==> src/rtl/spi_master_frame_pkg.sv <==
// Shared types and defaults for the SPI master frame engine.
package spi_pkg;

    typedef enum logic [1:0] {
        IDLE,
        LOAD,
        SHIFT,
        GAP
    } spi_state_e;

    localparam int unsigned SPI_DATA_W_DEF  = 32;
    localparam int unsigned SPI_CS_IDLE_DEF = 2;

    function automatic int unsigned cnt_w(input int unsigned n);
        return $clog2(n + 1);
    endfunction

endpackage

==> src/rtl/spi_master_frame_shift_reg.sv <==
// Parallel-load shift register, MSB leaves first, serial input enters at the LSB.
module spi_shift_reg #(
    parameter int unsigned DATA_W = 32
) (
    input  logic              sclk_i,
    input  logic              reset_i,
    input  logic              load_i,
    input  logic [DATA_W-1:0] load_data_i,
    input  logic              shift_i,
    input  logic              ser_i,
    output logic [DATA_W-1:0] data_o
);

    logic [DATA_W-1:0] data_q;

    always_ff @(posedge sclk_i) begin
        if (!reset_i) begin
            data_q <= '0;
        end else if (load_i) begin
            data_q <= load_data_i;
        end else if (shift_i) begin
            data_q <= {data_q[DATA_W-2:0], ser_i};
        end
    end

    assign data_o = data_q;

endmodule

==> src/rtl/spi_master_frame.sv <==
// SPI master frame engine: valid/ready word in, MSB-first cs/mosi out, miso captured per frame.
module spi_master_frame
    import spi_pkg::*;
#(
    parameter int unsigned DATA_W  = SPI_DATA_W_DEF,
    parameter int unsigned CS_IDLE = SPI_CS_IDLE_DEF
) (
    input  logic              sclk,
    input  logic              reset,
    input  logic [DATA_W-1:0] tx_data,
    input  logic              tx_valid,
    output logic              tx_ready,
    output logic [DATA_W-1:0] rx_data,
    output logic              rx_valid,
    output logic              busy,
    output logic              cs,
    output logic              mosi,
    input  logic              miso
);

    localparam int unsigned        CNT_W    = cnt_w(DATA_W);
    localparam int unsigned        GAP_CYC  = (CS_IDLE == 0) ? 1 : CS_IDLE;
    localparam logic [CNT_W-1:0]   BIT_LAST = CNT_W'(DATA_W - 1);
    localparam logic [CNT_W-1:0]   GAP_LAST = CNT_W'(GAP_CYC - 1);

    spi_state_e        state_q;
    logic [CNT_W-1:0]  bit_cnt_q;
    logic [CNT_W-1:0]  gap_cnt_q;
    logic [DATA_W-1:0] rx_data_q;
    logic              rx_valid_q;
    logic              cs_q;
    logic              mosi_q;

    logic              idle;
    logic              accept;
    logic              shift_en;
    logic              frame_active;
    logic [DATA_W-1:0] tx_shift;
    logic [DATA_W-1:0] rx_shift;
    logic [DATA_W-1:0] rx_word_d;

    assign idle         = (state_q == IDLE);
    assign accept       = idle && tx_valid;
    assign shift_en     = (state_q == SHIFT);
    assign frame_active = (state_q == LOAD) || (state_q == SHIFT);
    assign rx_word_d    = {rx_shift[DATA_W-2:0], miso};

    spi_shift_reg #(.DATA_W(DATA_W)) u_tx_shift (
        .sclk_i      (sclk),
        .reset_i     (reset),
        .load_i      (accept),
        .load_data_i (tx_data),
        .shift_i     (shift_en),
        .ser_i       (1'b0),
        .data_o      (tx_shift)
    );

    spi_shift_reg #(.DATA_W(DATA_W)) u_rx_shift (
        .sclk_i      (sclk),
        .reset_i     (reset),
        .load_i      (1'b0),
        .load_data_i ('0),
        .shift_i     (shift_en),
        .ser_i       (miso),
        .data_o      (rx_shift)
    );

    // Only the tx MSB drives mosi; the rx MSB falls off on the final capture shift.
    logic unused_bits;
    assign unused_bits = ^{tx_shift[DATA_W-2:0], rx_shift[DATA_W-1]};

    always_ff @(posedge sclk) begin
        if (!reset) begin
            state_q    <= IDLE;
            bit_cnt_q  <= '0;
            gap_cnt_q  <= '0;
            rx_data_q  <= '0;
            rx_valid_q <= 1'b0;
        end else begin
            rx_valid_q <= 1'b0;
            case (state_q)
                IDLE: begin
                    if (tx_valid) begin
                        bit_cnt_q <= '0;
                        state_q   <= LOAD;
                    end
                end
                LOAD: begin
                    state_q <= SHIFT;
                end
                SHIFT: begin
                    bit_cnt_q <= bit_cnt_q + 1'b1;
                    if (bit_cnt_q == BIT_LAST) begin
                        rx_data_q  <= rx_word_d;
                        rx_valid_q <= 1'b1;
                        gap_cnt_q  <= '0;
                        state_q    <= GAP;
                    end
                end
                GAP: begin
                    gap_cnt_q <= gap_cnt_q + 1'b1;
                    if (gap_cnt_q == GAP_LAST) begin
                        state_q <= IDLE;
                    end
                end
                default: state_q <= IDLE;
            endcase
        end
    end

    // Launch on the falling edge so the slave sees stable cs/mosi at its rising edge.
    always_ff @(negedge sclk) begin
        if (!reset) begin
            cs_q   <= 1'b1;
            mosi_q <= 1'b0;
        end else begin
            cs_q   <= !frame_active;
            mosi_q <= frame_active ? tx_shift[DATA_W-1] : 1'b0;
        end
    end

    assign tx_ready = reset && idle;
    assign busy     = !idle;
    assign rx_data  = rx_data_q;
    assign rx_valid = rx_valid_q;
    assign cs       = cs_q;
    assign mosi     = mosi_q;

endmodule

==> config.mk <==
export PLATFORM = sky130hd
export DESIGN_NAME = spi_master_frame
export DESIGN_NICKNAME = d
export VERILOG_FILES = /design/src/rtl/spi_master_frame_pkg.sv /design/src/rtl/spi_master_frame_shift_reg.sv /design/src/rtl/spi_master_frame.sv
export SDC_FILE = /design/constraint.sdc
export NUM_CORES = 1
export LEC_CHECK = 0
export CORE_MARGIN = 3
export CORE_UTILIZATION = 55
export CTS_CLUSTER_DIAMETER = 40
export CTS_CLUSTER_SIZE = 8
export DETAILED_ROUTE_END_ITERATION = 6
export PLACE_DENSITY = 0.78
export SYNTH_ARGS = -nofsm -noshare
export SYNTH_HDL_FRONTEND = slang
export SYNTH_HIERARCHICAL = 1
export SYNTH_SLANG_ARGS = --single-unit
export TNS_END_PERCENT = 10
==> constraint.sdc <==
create_clock -name sclk -period 2.4 [get_ports sclk]
set_input_delay 0.24 -clock sclk [delete_from_list [all_inputs] [get_ports sclk]]
set_output_delay 0.24 -clock sclk [all_outputs]
set_load 0.01 [all_outputs]
* Word-level counts from Yosys, hierarchy flattened
Index checks and enable logic that the tools add are counted.
** Operators by class
- Add/subtract/negate cells :: 2
- Equal/unequal tests :: 8
- Muxes and demuxes :: 11
- Reduce and logical (&&, ||, !) cells :: 15
** Operator list (count)
- $mux 32 :: 2
- $pmux 6 s2 :: 2
- $add 6x1->6 const B :: 2
- $mux 6 :: 2
- $reduce_and 2->1 :: 5
- $pmux 2 s4 :: 1
- $eq 6x1->1 const B :: 1
- $eq 6x5->1 const B :: 1
- $mux 2 :: 3
- $reduce_bool 2->1 :: 3
- $eq 2x2->1 const B :: 2
- $ne 2x2->1 const B :: 2
- $reduce_and 3->1 :: 1
- $eq 2x1->1 const B :: 1
- $logic_and 1x1->1 :: 2
- $logic_not 1->1 :: 2
- $logic_not 2->1 :: 1
- $ne 2x1->1 const B :: 1
- $logic_or 1x1->1 :: 1
- $mux 1 :: 1
** Word-level totals
- Register bits after elaboration :: 112
- Output and inout port bits :: 37

* Logic depth before layout (Yosys ltp)
Gate-level depths: netlist of the first run.
- Depth in word-level cells :: 3
- Gate-level depth with buffers :: 7

* Hierarchy
Netlist of the first run, hierarchy kept.
** By module, submodules not included
- spi_shift_reg :: instances 2, cells an instance 141, area an instance 1778.0 µm², sequential area each 640.6 µm²
- spi_master_frame :: instances 1, cells an instance 247, area an instance 2005.7 µm², sequential area each 980.9 µm²

==> reports/results.md, run 1 <==
| Item | This run | Unit |
|---|---|---|
| Outcome | complete, no violations | - |
| Die W | 106 | µm |
| Tightest slew margin relative to the limit | 55.2 | % |
| Final setup violation count | 0 | - |
| Buffer levels on the longest clock path | 2 | - |
| Maximum capacitance violations | 0 | - |
| Total Nets Final | 660 | - |
| Critical Path Source Type | flip-flop | - |
| Initial Util | 58.0 | % |
| Buffers added on ports | 72 | - |
| Power density over cell area | 775 | mW/mm² |
| Average via count per standard cell | 5.20 | - |
| Violation count after the first detailed-routing iteration | 199 | - |
| Critical path fanouts, max | 1 | - |
| Clock sink count | 112 | - |
| Resize count post-CTS | 2 | - |
| Type of the worst setup path | flip-flop to output port | - |
| Final ANT Viol Nets | 0 | - |
| Clock H-tree levels | 3 | - |
| RSZ-0062 raised after global routing | no | - |
| Share of cells above drive strength 1 | 15.6 | % |
| Site row count | 35 | - |
| Aggregate negative setup slack | 0 | ns |
| RD Place Congestion | 0.785 | - |
| LEAKAGE | 0.00302 | µW |
| Wire length of the first global-routing pass | 18300 | µm |
| Setup fix buffers added after clock tree synthesis | 0 | - |
| Maximum vdd ir drop | 0.000560 | V |
| Actual transition at the worst max-transition pin | 0.672 | ns |
| WP data required | 2.16 | ns |
| Number of buffer and inverter stages on the critical path | 1 | - |
| # hold bufs at CTS | 0 | - |
| Mean routed wirelength per cell | 14.5 | µm |
| Clock-pin slew of the registers on the worst-case setup and hold paths | 0.10 | ns |
| Gate count of the mapped netlist | 525 | - |
| Number of antenna violations at the first check in global routing | 0 | - |
| Flop-to-flop setup slack | 0.17 | ns |
| Layout-stage area growth over the synthesis result | 18.9 | % |
| Ordered list of cells on the worst path | clkdlybuf4s15_1 | - |
| Latest clock arrival within the worst-skew pair | 0.39 | ns |
| Final number of max-transition violations | 0 | - |
| DIE AREA | 0.0113 | mm² |
| Cell class contributing the biggest share of worst-path delay | flip-flops | - |
| Pin count of the biggest net entering global routing | 65 | - |
| Yosys warning count | 6 | - |
| Wire length after detailed routing | 10900 | µm |
| Critical-path top delay cell | sky130_fd_sc_hd__dfxtp_1 | - |
| DRC violation count after routing | 0 | - |
| Worst Hold Class | primary input to flip-flop | - |
| Total number of vias | 3911 | - |
| Inserted Clock Buffers | 9 | - |
| Number of iterations in the first detailed-routing pass | 4 | - |
| IO Count | 73 | - |
| Gr usage total | 19.3 | % |
| Post-synthesis cell area | 0.00551 | mm² |
| Final hold violation count | 0 | - |
| CORE AREA | 0.00950 | mm² |
| Vertical extent of the die | 106 | µm |
| Final total power | 5080 | µW |
| Clock root buffer | sky130_fd_sc_hd__clkbuf_8 | - |
| Detailed-placement wirelength estimate | 7210 | µm |
| Worst Clk Skew | 0.0436 | ns |
| Post-Syn Area per Cell | 10.5 | µm² |
| Vias in the first global route | 3882 | - |
| Endpoint class of the critical path | output port | - |
| Crit path arrival time | 2.11 | ns |
| Ant diodes | 0 | - |
| Total global routing overflow | 0 | - |
| CP max stage delay | 0.30 | ns |
| TritonCTS clock tree | built | - |
[stage by stage]
step / cells / instance area [µm²] / worst slack (ns) / utilization (%) / hold slack [ns]
after floorplan: 565 / 5660 / 0.250 / - / 0.373
after global placement: 735 / 6360 / 0.150 / 67.0 / 0.442
after detailed placement: 735 / 6360 / 0.149 / 67.0 / 0.450
after CTS: 752 / 6560 / 0.00196 / 69.0 / 0.184
after global routing: 752 / 6560 / 0.00721 / 69.0 / 0.203
final: 752 / 6560 / 0.0521 / 69.0 / 0.195
[layout by cell type, fill, tap and decap left out, drive strengths merged]
| cell | count |
|---|---|
| dfxtp | 112 |
| nand2 | 75 |
| clkdlybuf4s50 | 69 |
| o211a | 63 |
| mux2 | 63 |
| or2b | 42 |
| conb | 41 |
| a21oi | 39 |
| nand2b | 24 |
| clkbuf | 11 |
| inv | 10 |
| buf | 9 |
| nor2 | 8 |
| o21ai | 7 |
| ha | 6 |
| nand3b | 5 |
| and3 | 5 |
| nand3 | 4 |
| a31oi | 3 |
| nand4b | 3 |
| clkinv | 3 |
| nor2b | 2 |
| nor3 | 2 |
| mux2i | 2 |
| a32oi | 2 |
| and4 | 1 |
| or4b | 1 |
| nand4 | 1 |
| a221oi | 1 |
| and2 | 1 |
| or3 | 1 |
| a22oi | 1 |
| and2b | 1 |
| xor2 | 1 |
| xnor2 | 1 |
| bufinv | 1 |
| clkinvlp | 1 |
| clkdlybuf4s15 | 1 |
[cell type report]
| class | count | area (µm²) |
|---|---|---|
| clock buffer | 10 | 128 |
| inverter | 7 | 26.3 |
| timing repair buffer | 80 | 808 |
| multi-input combinational | 406 | 3120 |
| tap | 129 | 161 |
| fill | 779 | 2940 |
| sequential | 112 | 2240 |
| clock inverter | 8 | 76.3 |
[report_power, final]
part           switching (µW)  leakage [µW]  internal, µW
registers                 145      0.000918          2090
logic                     725       0.00200           999
clock network             634      0.000108           494
[worst paths after layout]
check / startpoint / end / depth (start not counted)
setup / recovery: mosi / mosi / 1
hold / removal: reset / state_q[1] / 3
setup reg to reg: state_q[1] / mosi / 3
hold reg to reg: rx_data[12] / rx_data[12] / 2
[layer usage]
metal	global-route usage (%)	part of all wire [%]	vias to the layer above
li1	-	-	1975
met1	25.5	47	1868
met2	33.0	48	60
met3	2.85	3.3	8
met4	5.18	0.87	0
met5	0	0	-
[sequential cells by signal, summed over array words and instances (netlist names)]
signal             cells
bit_cnt_q              6
cs                     1
gap_cnt_q              6
mosi                   1
rx_data               32
rx_valid               1
state_q                2
u_rx_shift/data_o     31
u_tx_shift/data_o     32
Power figures use the tool's default switching activity.
==> run 2, diff against run 1 <==
--- a/config.mk
+++ b/config.mk
@@ -5,6 +5,7 @@
 export SDC_FILE = /design/constraint.sdc
 export NUM_CORES = 1
 export LEC_CHECK = 0
+export ABC_AREA = 1
 export CORE_MARGIN = 3
 export CORE_UTILIZATION = 55
 export CTS_CLUSTER_DIAMETER = 40
==> run 2 against run 1 <==
Effect of this change:
- cell count is 29% higher
- first-iteration DRC count is 51% higher
- critical path depth did not move
- largest power group unchanged
- register-to-register slack better by 0.04 ns
- largest cell class unchanged
- combinational power is 9.9% lower
- non-clock buffer count is 2 lower
- clock skew decreased by 0.0026 ns
==> reports/results.md, run 2 <==
| Item | This run | Unit | vs previous |
|---|---|---|---|
| Total number of vias | 4764 | - | +22% |
| Vias in the first global route | 4406 | - | +13% |
| Maximum capacitance violations | 0 | - | unchanged |
| Gr usage total | 21.2 | % | +1.9 points |
| Die W | 105 | µm | -0.88% |
| Worst Clk Skew | 0.0410 | ns | -0.00255 ns |
| Final setup violation count | 0 | - | unchanged |
| Wire length after detailed routing | 11400 | µm | +3.8% |
| Critical path fanouts, max | 1 | - | unchanged |
| Post-route setup slack | 0.0339 | ns | -0.0182 ns |
| Pin count of the biggest net entering global routing | 46 | - | -29% |
| Number of fillers in the final layout | 835 | - | +7.2% |
| Actual transition at the worst max-transition pin | 0.641 | ns | -0.0301 ns |
| Site row count | 35 | - | unchanged |
| Number of antenna violations at the first check in global routing | 0 | - | unchanged |
| Critical-path top delay cell | sky130_fd_sc_hd__dfxtp_1 | - |  |
| Number of buffer and inverter stages on the critical path | 1 | - | unchanged |
| Average via count per standard cell | 4.93 | - | -5.3% |
| IO Count | 73 | - | unchanged |
| Wire length of the first global-routing pass | 19900 | µm | +8.5% |
| Total global routing overflow | 0 | - | unchanged |
| Clock root buffer | sky130_fd_sc_hd__clkbuf_8 | - |  |
| Crit path arrival time | 2.13 | ns | +0.02 ns |
| Ordered list of cells on the worst path | clkdlybuf4s15_1 | - |  |
| DIE AREA | 0.0111 | mm² | -1.8% |
| Buffer levels on the longest clock path | 2 | - | unchanged |
| Type of the worst setup path | flip-flop to output port | - |  |
| TritonCTS clock tree | built | - |  |
| Post-Syn Area per Cell | 7.13 | µm² | -32% |
| Vertical extent of the die | 105 | µm | -0.88% |
| Power density over cell area | 769 | mW/mm² | -0.79% |
| Latest clock arrival within the worst-skew pair | 0.40 | ns | about the same |
| Worst Hold Class | primary input to flip-flop | - |  |
| RD Place Congestion | 0.828 | - | +5.4% |
| Gate count of the mapped netlist | 759 | - | +45% |
| Initial Util | 57.5 | % | -0.55 points |
| Mean routed wirelength per cell | 11.7 | µm | -19% |
| Flop-to-flop setup slack | 0.21 | ns | +0.04 ns |
| Layout-stage area growth over the synthesis result | 16.3 | % |  |
| Area of combinational cells with multiple inputs | 0.00259 | mm² | -17% |
| Tightest slew margin relative to the limit | 57.2 | % | +1.9 points |
| Buffers added on ports | 72 | - | unchanged |
| Cell class contributing the biggest share of worst-path delay | flip-flops | - |  |
| Total Nets Final | 875 | - | +33% |
| Final number of max-transition violations | 0 | - | unchanged |
| Clock-pin slew of the registers on the worst-case setup and hold paths | 0.11 | ns | about the same |
| CORE AREA | 0.00942 | mm² | -0.92% |
| Register Area | 0.00224 | mm² | unchanged |
| Share of cells above drive strength 1 | 10.1 | % | -5.4 points |
| Post-synthesis cell area | 0.00541 | mm² | -1.9% |
| Final ANT Viol Nets | 0 | - | unchanged |
| LEAKAGE | 0.00288 | µW | -4.8% |
| Inserted Clock Buffers | 9 | - | unchanged |
| Post-Place Worst Slack | 0.143 | ns | -0.00663 ns |
| Commonest non-fill, non-tap cell in the layout | sky130_fd_sc_hd__nand2_1 | - |  |
| Ant diodes | 0 | - | unchanged |
| Detailed-placement wirelength estimate | 7450 | µm | +3.3% |
| Final hold violation count | 0 | - | unchanged |
| Most used cells in the layout excluding fill and tap cells | sky130_fd_sc_hd__nand2_1, sky130_fd_sc_hd__nand3_1, sky130_fd_sc_hd__dfxtp_1 | - |  |
| Clock sink count | 112 | - | unchanged |
| Clock H-tree levels | 3 | - | unchanged |
| RSZ-0062 raised after global routing | no | - |  |
| Violation count after the first detailed-routing iteration | 300 | - | +51% |
| Maximum vdd ir drop | 0.000371 | V | -34% |
| Aggregate negative setup slack | 0 | ns | unchanged |
| DRC violation count after routing | 0 | - | unchanged |
| Number of iterations in the first detailed-routing pass | 5 | - | +1 |
| Outcome | complete, no violations | - |  |
| Endpoint class of the critical path | output port | - |  |
| Yosys warning count | 6 | - | unchanged |
| Critical Path Source Type | flip-flop | - |  |
| WP data required | 2.16 | ns | about the same |
| CP max stage delay | 0.30 | ns | about the same |
-- run 2: cell types whose count changed in the layout (fill, tap and decap cells not counted), moves of 9 or more --
cell / delta
sky130_fd_sc_hd__nand2_1: +145
sky130_fd_sc_hd__inv_1: +78
sky130_fd_sc_hd__nor2_1: +9
sky130_fd_sc_hd__or2b_1: -42
sky130_fd_sc_hd__nand2_2: +41
sky130_fd_sc_hd__nand3_1: +154
sky130_fd_sc_hd__mux2_4: -60
sky130_fd_sc_hd__nand2b_1: -24
sky130_fd_sc_hd__o211a_1: -63
-- run 2: routing by layer --
layer / share of wire [%] / wire length (µm) / global-route usage, %
met3: 4.9 / 557 / 3.58
met2: 47 / 5380 / 34.7
met5: 0 / 0 / 0
met4: 1.4 / 164 / 7.59
met1: 46 / 5250 / 28.1
-- run 2: final timing paths --
kind,cells past startpoint,to,start
worst max-delay path,1,mosi,mosi
worst min register to register,2,rx_data[12],rx_data[12]
worst max register to register,4,mosi,state_q[0]
worst min-delay path,4,u_rx_shift/data_o[2],reset
-- run 2: repair_timing --
| action | 4_1_cts | 5_1_grt |
|---|---|---|
| resized for setup | 4 | 1 |
| setup endpoints to repair | 2 | 1 |
| buffers inserted | 0 | 0 |
| hold buffers | 0 | 0 |
-- run 2: power by group --
group          switching, µW  internal, µW  total [µW]
Sequential               130          2050        2180
Clock                    639           478        1120
Combinational           1050           502        1550
-- run 2: final cells by class --
class / count / share of cell area [%]
Clock inverter: 6 / 0.656
Sequential cell: 112 / 35.6
Multi-Input combinational cell: 542 / 41.2
Clock buffer: 12 / 2.62
Timing Repair Buffer: 78 / 12.0
Inverter: 88 / 5.33
Tap cell: 129 / 2.56
-- run 2: worst reg2reg max path: stages, from the launching register on --
cell and delay (ns):
sky130_fd_sc_hd__dfxtp_1 0.37, sky130_fd_sc_hd__inv_1 0.11, sky130_fd_sc_hd__ha_1 0.32, sky130_fd_sc_hd__nand2_1 0.09
sky130_fd_sc_hd__nor2_1 0.04
-- run 2: metrics by stage --
| stage | utilization (%) | power [µW] | cells | area [µm²] | hold WS [ns] |
|---|---|---|---|---|---|
| after floorplan | - | 3620 | 791 | 5530 | 0.395 |
| after global placement | 64.8 | 3730 | 950 | 6100 | 0.451 |
| after detailed placement | 64.8 | 3770 | 950 | 6100 | 0.455 |
| after CTS | 66.9 | 4870 | 967 | 6300 | 0.379 |
| after global routing | 66.9 | 5170 | 967 | 6290 | 0.401 |
| final | 66.9 | 4840 | 967 | 6290 | 0.394 |
